--- src/rtl/imm_extend_pipe.sv ---
// rtl/imm_extend_pipe.sv - pipelined sign/zero/upper immediate extender with stall/flush slots
// Define IMM_EXT_LOAD_EN to turn modes 1xx into LB/LBU/LH/LHU extension of ld_word.
module imm_extend_pipe #(
  parameter int IN_W      = 16,
  parameter int OUT_W     = 32,
  parameter int STAGES    = 1,
  parameter int LUI_SHIFT = 16
) (
  input  logic             clock,
  input  logic             reset,
  input  logic             in_valid,
  input  logic [2:0]       mode,
  input  logic [IN_W-1:0]  data_in,
  input  logic [OUT_W-1:0] ld_word,
  input  logic [1:0]       byte_off,
  input  logic             stall,
  input  logic             flush,
  output logic             out_valid,
  output logic [OUT_W-1:0] out_data
);

  logic [OUT_W-1:0] sign_ext;
  logic [OUT_W-1:0] zero_ext;
  logic [OUT_W-1:0] upper_ext;
  logic [OUT_W-1:0] result;

  assign sign_ext  = OUT_W'($signed(data_in));
  assign zero_ext  = OUT_W'(data_in);
  assign upper_ext = OUT_W'(data_in) << LUI_SHIFT;

`ifdef IMM_EXT_LOAD_EN
  logic [31:0] lw32;
  logic [7:0]  ld_byte;
  logic [15:0] ld_half;

  assign lw32    = ld_word[31:0];
  assign ld_half = byte_off[1] ? lw32[31:16] : lw32[15:0];

  always_comb begin
    ld_byte = lw32[7:0];
    case (byte_off)
      2'd1:    ld_byte = lw32[15:8];
      2'd2:    ld_byte = lw32[23:16];
      2'd3:    ld_byte = lw32[31:24];
      default: ld_byte = lw32[7:0];
    endcase
  end
`else
  // Load lanes are only wired up in the load-extension build.
  logic unused_load;
  assign unused_load = ^{ld_word, byte_off};
`endif

  always_comb begin
    result = sign_ext;
    case (mode)
      3'b000:  result = sign_ext;
      3'b001:  result = zero_ext;
      3'b010:  result = upper_ext;
      3'b011:  result = '0;
`ifdef IMM_EXT_LOAD_EN
      3'b100:  result = OUT_W'($signed(ld_byte));
      3'b101:  result = OUT_W'(ld_byte);
      3'b110:  result = OUT_W'($signed(ld_half));
      3'b111:  result = OUT_W'(ld_half);
`endif
      default: result = sign_ext;
    endcase
  end

  logic [STAGES-1:0] slot_valid;
  logic [OUT_W-1:0]  slot_data [STAGES];

  // Flush clears only the valids; data registers keep their contents.
  always_ff @(posedge clock or posedge reset) begin
    if (reset) begin
      slot_valid <= '0;
      for (int k = 0; k < STAGES; k++) slot_data[k] <= '0;
    end else if (flush) begin
      slot_valid <= '0;
    end else if (!stall) begin
      slot_valid[0] <= in_valid;
      slot_data[0]  <= result;
      for (int k = 1; k < STAGES; k++) begin
        slot_valid[k] <= slot_valid[k-1];
        slot_data[k]  <= slot_data[k-1];
      end
    end
  end

  assign out_valid = slot_valid[STAGES-1];
  assign out_data  = slot_data[STAGES-1];

endmodule

--- config.mk ---
export PLATFORM = sky130hd
export DESIGN_NAME = imm_extend_pipe
export DESIGN_NICKNAME = d
export VERILOG_FILES = /design/src/rtl/imm_extend_pipe.sv
export SDC_FILE = /design/constraint.sdc
export NUM_CORES = 1
export LEC_CHECK = 0
export ABC_AREA = 1
export BUFFER_PORTS_ARGS = -buffer_cell sky130_fd_sc_hd__buf_2
export CORE_AREA = 2 2 69 71
export CTS_BUF_LIST = sky130_fd_sc_hd__clkbuf_16
export DETAILED_ROUTE_END_ITERATION = 8
export DIE_AREA = 0 0 71 73
export GPL_TIMING_DRIVEN = 0
export PLACE_DENSITY = 0.76
export SETUP_SLACK_MARGIN = 0.4
export SYNTH_ARGS = -nofsm -noshare
export SYNTH_HDL_FRONTEND = slang
export SYNTH_SLANG_ARGS = --single-unit
--- constraint.sdc ---
create_clock -name clock -period 1.1 [get_ports clock]
set_input_delay 0.055 -clock clock [delete_from_list [all_inputs] [get_ports clock]]
set_output_delay 0.055 -clock clock [all_outputs]
set_load 0.02 [all_outputs]
==> Yosys cells after proc, flatten, opt, wreduce, memory -nomap -nowiden <==
Index checks and enable logic that the tools add are counted.
{ "op_classes": {"reduce_logical": 1, "n_div": 0, "add_sub_neg": 0, "n_shift": 0, "bitwise_logic": 2, "mul": 0, "eq_ne": 4, "magnitude_cmp": 0, "n_mux": 3} }
{ "ops": {"columns": ["cell", "count"], "rows": [
  ["32-bit one-hot mux with 3 select lines", 1],
  ["3-bit by 2-bit equality test with 1-bit output, second input constant", 2],
  ["3-bit by 1-bit equality test with 1-bit output, second input constant", 1],
  ["1-bit two-way mux", 2],
  ["2-bit by 1-bit inequality test with 1-bit output, second input constant", 1],
  ["1-bit NOT", 2],
  ["2-bit AND reduction", 1]
]} }
{ "totals": {"latchBits": 0, "output_inout_bits": 33, "rom_bits": 0, "memories": 0, "ramBits": 0, "wordCells": 12, "ff_bits": 33, "in_bits": 58} }

==> Logic depth before layout (Yosys ltp) <==
Gate-level depths: netlist of the first run.
{ "depth": {"depth_word": 2, "ltp_mapped": 6, "mapped_depth_nobuf": 5} }

==> Worst setup path after synthesis of the first run <==
No wires, ideal clock.
{ "synth_path": {"path_kind": "register to register", "startpoint": "register out_data[16] (netlist name)", "endpoint": "register slot_data (netlist bit out_data[16])", "t_arrival_ns": 0.597, "path_stages_with_launch": 3, "period_less_slack_ns": 0.721, "path_buffers": 0, "setup_ns": 0.124, "required_ns": 0.976, "slack_ns": 0.379, "path_cell_list": "dfrtp_1 > nand2_1 > nand3_2"} }
{ "synth_rtl": {"columns": ["item", "line", "source"], "rows": [
  ["to (signal, indexed assignment)", "86", "slot_data[k] <= slot_data[k-1];"],
  ["to (decl)", "72", "logic [OUT_W-1:0] slot_data [STAGES];"]
]} }

==> Worst setup path after layout of the first run <==
{ "layout_path": {"startpoint": "register slot_data (netlist bit out_data[29])", "endpoint": "output port out_data[29]"} }
{ "layout_rtl": {"columns": ["item", "line", "source"], "rows": [
  ["to (decl)", "19", "output logic [OUT_W-1:0] out_data"]
]} }
No word-level cell between the ends.

==> run_results.csv, run 1 <==
group,metric,value,unit
final_layout,multiInputGateArea,601.8,sq um
final_layout,fillCellCount,410,
setup_path,critical_path_buf_inv_count,1,
final_layout,design_area,0.002417,sq mm
placed_design,globalplace.congestion,0.8002,
final_layout,fin_nets,314,
routing,drt_iter0_markers,56,
placed_design,pre_cts_slack,0.2029,ns
final_layout,finalNonFillerCells,311,
setup_path,cp_cell_sequence,"buf_6",
synthesis,synth_ff_type,"dfrtp_1",
synthesis,synth-seq-cells,33,
synthesis,yosys.area.top_type_share,0.5423,
routing,detail_route.wl_per_cell,12.41,um
floorplan,core,0.004536,sq mm
placed_design,place_area,0.001899,sq mm
routing,drc,0,
power,vdd_ir_drop_max,0.7084,mV
power,power_frac_comb,0.252,
routing,first_pass_iters,4,
synthesis,yosysWarnings,0,
synthesis,async_reset_ff_frac,1.000,
setup_path,critPathTopFamily,"flip-flops",
cts,clk_pin_slew,0.05,ns
power,clock_power_share,0.376,
synthesis,yosys.area.top_type,"dfrtp_1",
job,cap_violations,0,
outcome,violations,"hold timing",
grt,antenna_found_initial,0,
grt,grt_pass1_vias,1326,
floorplan,fp.dieW,71,um
setup_path,required,1.04,ns
final_layout,drive_gt1_frac,0.5253,
sta,finalSetupViolations,0,
synthesis,synth_top_family_by_area,"simple AND/OR/NAND/NOR gates",
sta,fin_crit,0.8819,ns
synthesis,synth-edff-count,0,
sta,hold_slack,-0.1099,ns
sta,finalCritPeriodShare,0.8017,
cts,clk_latency,0.27,ns
floorplan,dieArea,0.005183,sq mm
synthesis,synth_most_common_cell,"nand2_1",
synthesis,synth_common_cells,"80 x nand2_1, 33 x dfrtp_1, 17 x nor2_1",
final_layout,insertedDiodeCount,0,
synthesis,synthAdderAreaFrac,0,
power,powerDensity,1683,mW/mm^2
cts,cts_buffer_depth,2,
synthesis,yosys.area_share.xor_xnor,0,
cts,root_buffer,"clkbuf_16",
synthesis,synth_compound_area_frac,0.01150,
routing,drtAntennaViolNets,0,
final_layout,regArea,847.1,sq um
power,p_int,2.963,mW
placed_design,place_inst,292,
sta,drv_slew,0,
grt,grt_max_degree,34,
sta,relSlewSlack,0.5223,
synthesis,syn_area_per_cell,8.367,sq um
synthesis,ys_seq_area_frac,0.5423,
cts,cts_made_buffers,5,
placed_design,placement.io_buffers,56,
hold_path,hold_class,"in2async",
setup_path,arrival,0.83,ns
outcome,status,"finished with violations",
setup_path,endpoint_kind,"output pin",
setup_path,criticalPathCategory,"reg2out",
setup_path,cp-start-kind,"register",
sta,rsz0062_at_grt,"true",
setup_path,cp_slowest_stage_delay,0.42,ns
sta,max_freq,1134,MHz
synthesis,yosys-mux-area-fraction,0,
floorplan,ios,91,
synthesis,synth_cell_type_count,16,
floorplan,fp-row-count,25,
routing,vias,1385,
setup_path,cp_max_fo,2,
synthesis,syn-num-nets,240,
power,leakage,1.345,nW
setup_path,cpMaxStageDelayCell,"dfrtp_2",
routing,vias_per_cell,4.453,
synthesis,netlist_area,0.001523,sq mm
synthesis,synth_simple_gate_area_frac,0.3525,
floorplan,die_y,73,um
sta,timing.setup.tns,0,ns
final_layout,area_growth,58.75,%
grt,grt_first_pass_wirelength,6113,um
cts,clock-sinks,33,
cts,tritoncts,"yes",
sta,hold_violations,33,
synthesis,synthTopCellsByArea,"dfrtp_1 54%, nand2_1 20%, nand3_2 6.6%, nor2_1 4.2%, inv_1 3.9%",
sta,fin_ws,0.2181,ns
sta,worstMarginPinSlew,0.7151,ns
synthesis,synthCells,182,
power,pwr-share-seq,0.372,
grt,grtUsageTotal,0.1542,
placed_design,dp.final_hpwl,2512,um
power,swShare,0.2718,
grt,overflow,0,
cts,htreeDepth,2,
power,p_switching,1.106,mW
floorplan,initial_utilization,0.3357,
power,finalPower,4.069,mW
routing,drt-total-wl,3860,um
sta,fin_skew,0,ns
[cell type report]
class,count,area share
plain buffers,8,0.02950
multi-input cells,121,0.2490
well taps,54,0.02795
flip-flops and latches,33,0.3504
clock inverters,3,0.01553
repair buffers,67,0.2433
clock buffers,5,0.05176
inverters,20,0.03261
[registers in the layout, summed over array words and instances, names as in the netlist]
register / flops
out_valid: 1
out_data: 32
[metrics by stage]
| step | hold slack, ns | utilization |
|---|---|---|
| 2_1_floorplan | -0.01098 | - |
| 3_3_place_gp | 0.2075 | 0.4188 |
| 3_5_place_dp | 0.2151 | 0.4188 |
| 4_1_cts | -0.07351 | 0.5101 |
| 5_1_grt | -0.04389 | 0.5330 |
| 6_report | -0.1099 | 0.5330 |
[routing by layer]
metal  up-vias  part of all wire  GRT usage
met5         -                 0          0
met4         0             0.017    0.05241
li1        691                 -          -
met1       647              0.43     0.1871
met3         8             0.044    0.04696
met2        39              0.51     0.2617
[kinds of logic after synthesis]
family                 after synthesis
flip-flops                          33
AO/OA/AOI/OAI                        3
AND/OR/NAND/NOR                    118
buffers and inverters               28
[worst paths after layout]
path / startpoint / endpoint / cells past startpoint / slack [ns]
worst max-delay path: out_data[29] / out_data[29] / 1 / 0.22
max in group asynchronous: reset / out_valid / 2 / 0.77
worst min register to register: out_data[0] / out_data[0] / 2 / 0.50
worst max register to register: out_data[30] / out_data[30] / 3 / 0.31
worst min-delay path: reset / out_data[2] / 2 / -0.11
min in group clock: in_valid / out_valid / 3 / 0.03
[cell usage in the layout, fill, tap and decap left out, drive strengths merged]
cell,n
nor2,20
inv,20
o21ai,2
a21boi,1
clkinvlp,1
clkbuf,5
buf,75
nand3,15
dfrtp,33
nand2,83
bufinv,1
clkinv,1
[power groups by stage]
stage / sequential [mW] / combinational [mW] / clock [mW]
floorplan: 1.68 / 0.263 / 0
global placement: 1.48 / 0.722 / 0
detailed placement: 1.49 / 0.732 / 0
CTS: 1.50 / 0.959 / 1.57
global route: 1.53 / 1.11 / 1.62
finish: 1.52 / 1.03 / 1.53
[repair_timing]
item | CTS | global route
endpoints found under the setup margin | 33 | 49
pin swaps | 0 | 10
setup buffers | 6 | 5
resized for setup | 66 | 23
hold endpoints to repair | 33 | 33
No activity file was read; power rests on OpenSTA's default activity.
==> run 2, diff against run 1 <==
--- a/config.mk
+++ b/config.mk
@@ -5,14 +5,14 @@
 export SDC_FILE = /design/constraint.sdc
 export NUM_CORES = 1
 export LEC_CHECK = 0
-export ABC_AREA = 1
+export ABC_AREA = 0
 export BUFFER_PORTS_ARGS = -buffer_cell sky130_fd_sc_hd__buf_2
-export CORE_AREA = 2 2 69 71
+export CORE_AREA = 2 2 64 66
 export CTS_BUF_LIST = sky130_fd_sc_hd__clkbuf_16
 export DETAILED_ROUTE_END_ITERATION = 8
-export DIE_AREA = 0 0 71 73
+export DIE_AREA = 0 0 66 68
 export GPL_TIMING_DRIVEN = 0
-export PLACE_DENSITY = 0.76
+export PLACE_DENSITY = 0.79
 export SETUP_SLACK_MARGIN = 0.4
 export SYNTH_ARGS = -nofsm -noshare
 export SYNTH_HDL_FRONTEND = slang
==> constraint.sdc (replaced) <==
create_clock -name clock -period 0.9 [get_ports clock]
set_input_delay 0.045 -clock clock [delete_from_list [all_inputs] [get_ports clock]]
set_output_delay 0.045 -clock clock [all_outputs]
set_load 0.02 [all_outputs]
==> run 2 against run 1 <==
Against the previous run:
- the run ends with hold timing, setup timing left
- final cell count is 31% lower
- wire length down 6.1%
- total power grew 15%
- synthesized cell count is 53% lower
- clock power up 7%
- area after synthesis is 15% lower
- register-to-register slack got worse by 0.31 ns
- global-route usage is 2.8 points higher
- utilization is 3.5 points higher
- hold slack worse by 0.021 ns
==> run_results.csv, run 2 <==
group,metric,value,unit
cts,cts_buffer_depth,2,
synthesis,syn-num-nets,144,
synthesis,synth_common_cells,"33 x dfrtp_1, 16 x a22o_1, 12 x a221o_1",
synthesis,netlist_area,0.001289,sq mm
routing,drt_iter0_markers,39,
final_layout,finalNonFillerCells,214,
synthesis,synth-edff-count,0,
final_layout,largest_reg_flops,32,
hold_path,hold_class,"in2async",
floorplan,initial_utilization,0.3342,
setup_path,endpoint_kind,"register",
sta,relSlewSlack,0.5333,
cts,root_buffer,"clkbuf_16",
final_layout,fin_nets,221,
sta,finalCritPeriodShare,1.005,
floorplan,fp-row-count,23,
final_layout,final_util,0.5675,
synthesis,synth_most_common_cell,"dfrtp_1",
grt,grt_pass1_vias,1160,
synthesis,synth_ff_type,"dfrtp_1",
cts,tritoncts,"yes",
power,powerDensity,2130,mW/mm^2
sta,fin_skew,0,ns
placed_design,dp.final_hpwl,2140,um
sta,max_freq,1106,MHz
routing,vias_per_cell,5.159,
cts,clk_latency,0.27,ns
setup_path,cp_max_fo,2,
setup_path,arrival,1.05,ns
setup_path,critPathTopFamily,"flip-flops",
sta,hold_violations,34,
routing,first_pass_iters,4,
synthesis,synth_cell_type_count,17,
sta,fin_crit,0.9041,ns
sta,hold_slack,-0.1304,ns
final_layout,final_common_cell,"buf_6",
final_layout,insertedDiodeCount,0,
synthesis,syn_area_per_cell,14.99,sq um
outcome,status,"finished with violations",
routing,vias,1104,
setup_path,cp_slowest_stage_delay,0.42,ns
job,cap_violations,0,
routing,drc,0,
floorplan,core,0.003856,sq mm
sta,drv_slew,0,
routing,drt-total-wl,3626,um
setup_path,cp-start-kind,"register",
grt,overflow,0,
grt,grtUsageTotal,0.1819,
power,leakage,1.082,nW
synthesis,synthTopCellsByArea,"dfrtp_1 64%, a22o_1 11%, a221o_1 9.3%, buf_6 4.4%, a221o_2 2.6%",
routing,detail_route.wl_per_cell,16.94,um
sta,worstMarginPinSlew,0.6986,ns
floorplan,fp.dieW,66,um
setup_path,cp_cell_sequence,"a221o_2",
final_layout,drive_gt1_frac,0.5915,
power,vdd_ir_drop_max,1.112,mV
final_layout,area_growth,69.81,%
setup_path,criticalPathCategory,"reg2reg",
placed_design,placement.io_buffers,56,
cts,cts_made_buffers,5,
setup_path,cpMaxStageDelayCell,"dfrtp_2",
synthesis,synth-seq-cells,33,
sta,rsz0062_at_grt,"true",
floorplan,dieArea,0.004488,sq mm
grt,grt_max_degree,34,
synthesis,yosys.area.top_type,"dfrtp_1",
cts,clk_pin_slew,0.06,ns
sta,fin_ws,-0.004124,ns
synthesis,ys_seq_area_frac,0.6408,
cts,htreeDepth,2,
outcome,violations,"hold timing, setup timing",
synthesis,synthCells,86,
synthesis,yosysWarnings,0,
placed_design,globalplace.congestion,0.6925,
cts,clock-sinks,33,
floorplan,die_y,68,um
placed_design,place_inst,192,
setup_path,required,1.05,ns
grt,antenna_found_initial,0,
setup_path,critical_path_buf_inv_count,0,
sta,finalSetupViolations,1,
routing,drtAntennaViolNets,0,
grt,grt_first_pass_wirelength,5878,um
final_layout,layout_common_cells,"45 x buf_6, 29 x dfrtp_1, 21 x buf_2",
floorplan,ios,91,
synthesis,yosys.area.top_type_share,0.6408,
synthesis,async_reset_ff_frac,1.000,
==> run 2: cell types whose count changed in the layout (fill, tap and decap cells not counted), sizes merged, moves of 3 or more <==
cell,before,now
nand2,83,1
inv,20,2
nor2,20,3
a22o,0,16
a221o,0,15
nand3,15,0
buf,75,78
==> run 2: layout make-up <==
type | instances | area, sq um
fillers | 350 | 1668
flip-flops and latches | 33 | 830.8
repair buffers | 70 | 663.1
multi-input cells | 42 | 372.9
clock buffers | 5 | 125.1
plain buffers | 8 | 101.3
well taps | 50 | 62.56
clock inverters | 3 | 17.52
inverters | 3 | 15.01
==> run 2: cell families after synthesis <==
group | Yosys count | share of synthesized area
AO/OA/AOI/OAI | 35 | 0.2563
flip-flops | 33 | 0.6408
buffers and inverters | 11 | 0.07184
AND/OR/NAND/NOR | 6 | 0.02330
multiplexers | 1 | 0.007767
==> run 2: power by group <==
group	total, mW	switching, mW	internal (mW)
registers	1.84	0.155	1.68
clock network	1.63	0.621	1.01
logic	1.19	0.520	0.673
total	4.66	1.30	3.37
==> run 2: path summary, 6_finish.rpt <==
kind / end / slack (ns) / cells past startpoint / start
setup / recovery: out_data[30] / -0.004 / 1 / out_data[30]
setup reg to reg: out_data[30] / -0.004 / 1 / out_data[30]
min in group clock: out_valid / -0.09 / 2 / flush
hold reg to reg: out_data[31] / 0.52 / 2 / out_data[31]
max in group asynchronous: out_valid / 0.60 / 2 / reset
hold / removal: out_data[11] / -0.13 / 2 / reset
==> run 2: metrics by stage <==
stage               setup TNS [ns]  setup WS [ns]  hold WS [ns]  instance area, sq um  power (mW)
CTS                              0        0.01313       -0.1058                  2155       4.647
global placement            -6.061        -0.2696        0.1800                  1640       2.619
finish                   -0.004124      -0.004124       -0.1304                  2188       4.661
detailed placement          -6.395        -0.2772        0.1897                  1640       2.635
global route              -0.02700       -0.02700      -0.07731                  2188       4.860
floorplan                  -0.5310       -0.04340      -0.02054                  1297       2.310
==> run 2: routing by layer <==
layer | wire [um] | global-route usage | vias to the layer above
met2 | 1708 | 0.2917 | 58
met1 | 1640 | 0.2296 | 552
met3 | 276 | 0.06086 | 0
li1 | - | - | 494
met5 | 0 | 0 | -
met4 | 0 | 0.06888 | 0
==> run 2: what timing repair did <==
item | CTS | global route
setup buffers | 9 | 1
pin swaps | 16 | 6
endpoints found under the hold margin | 36 | 34
endpoints found under the setup margin | 66 | 66
gates resized for setup | 83 | 5
gates cloned | 4 | 0
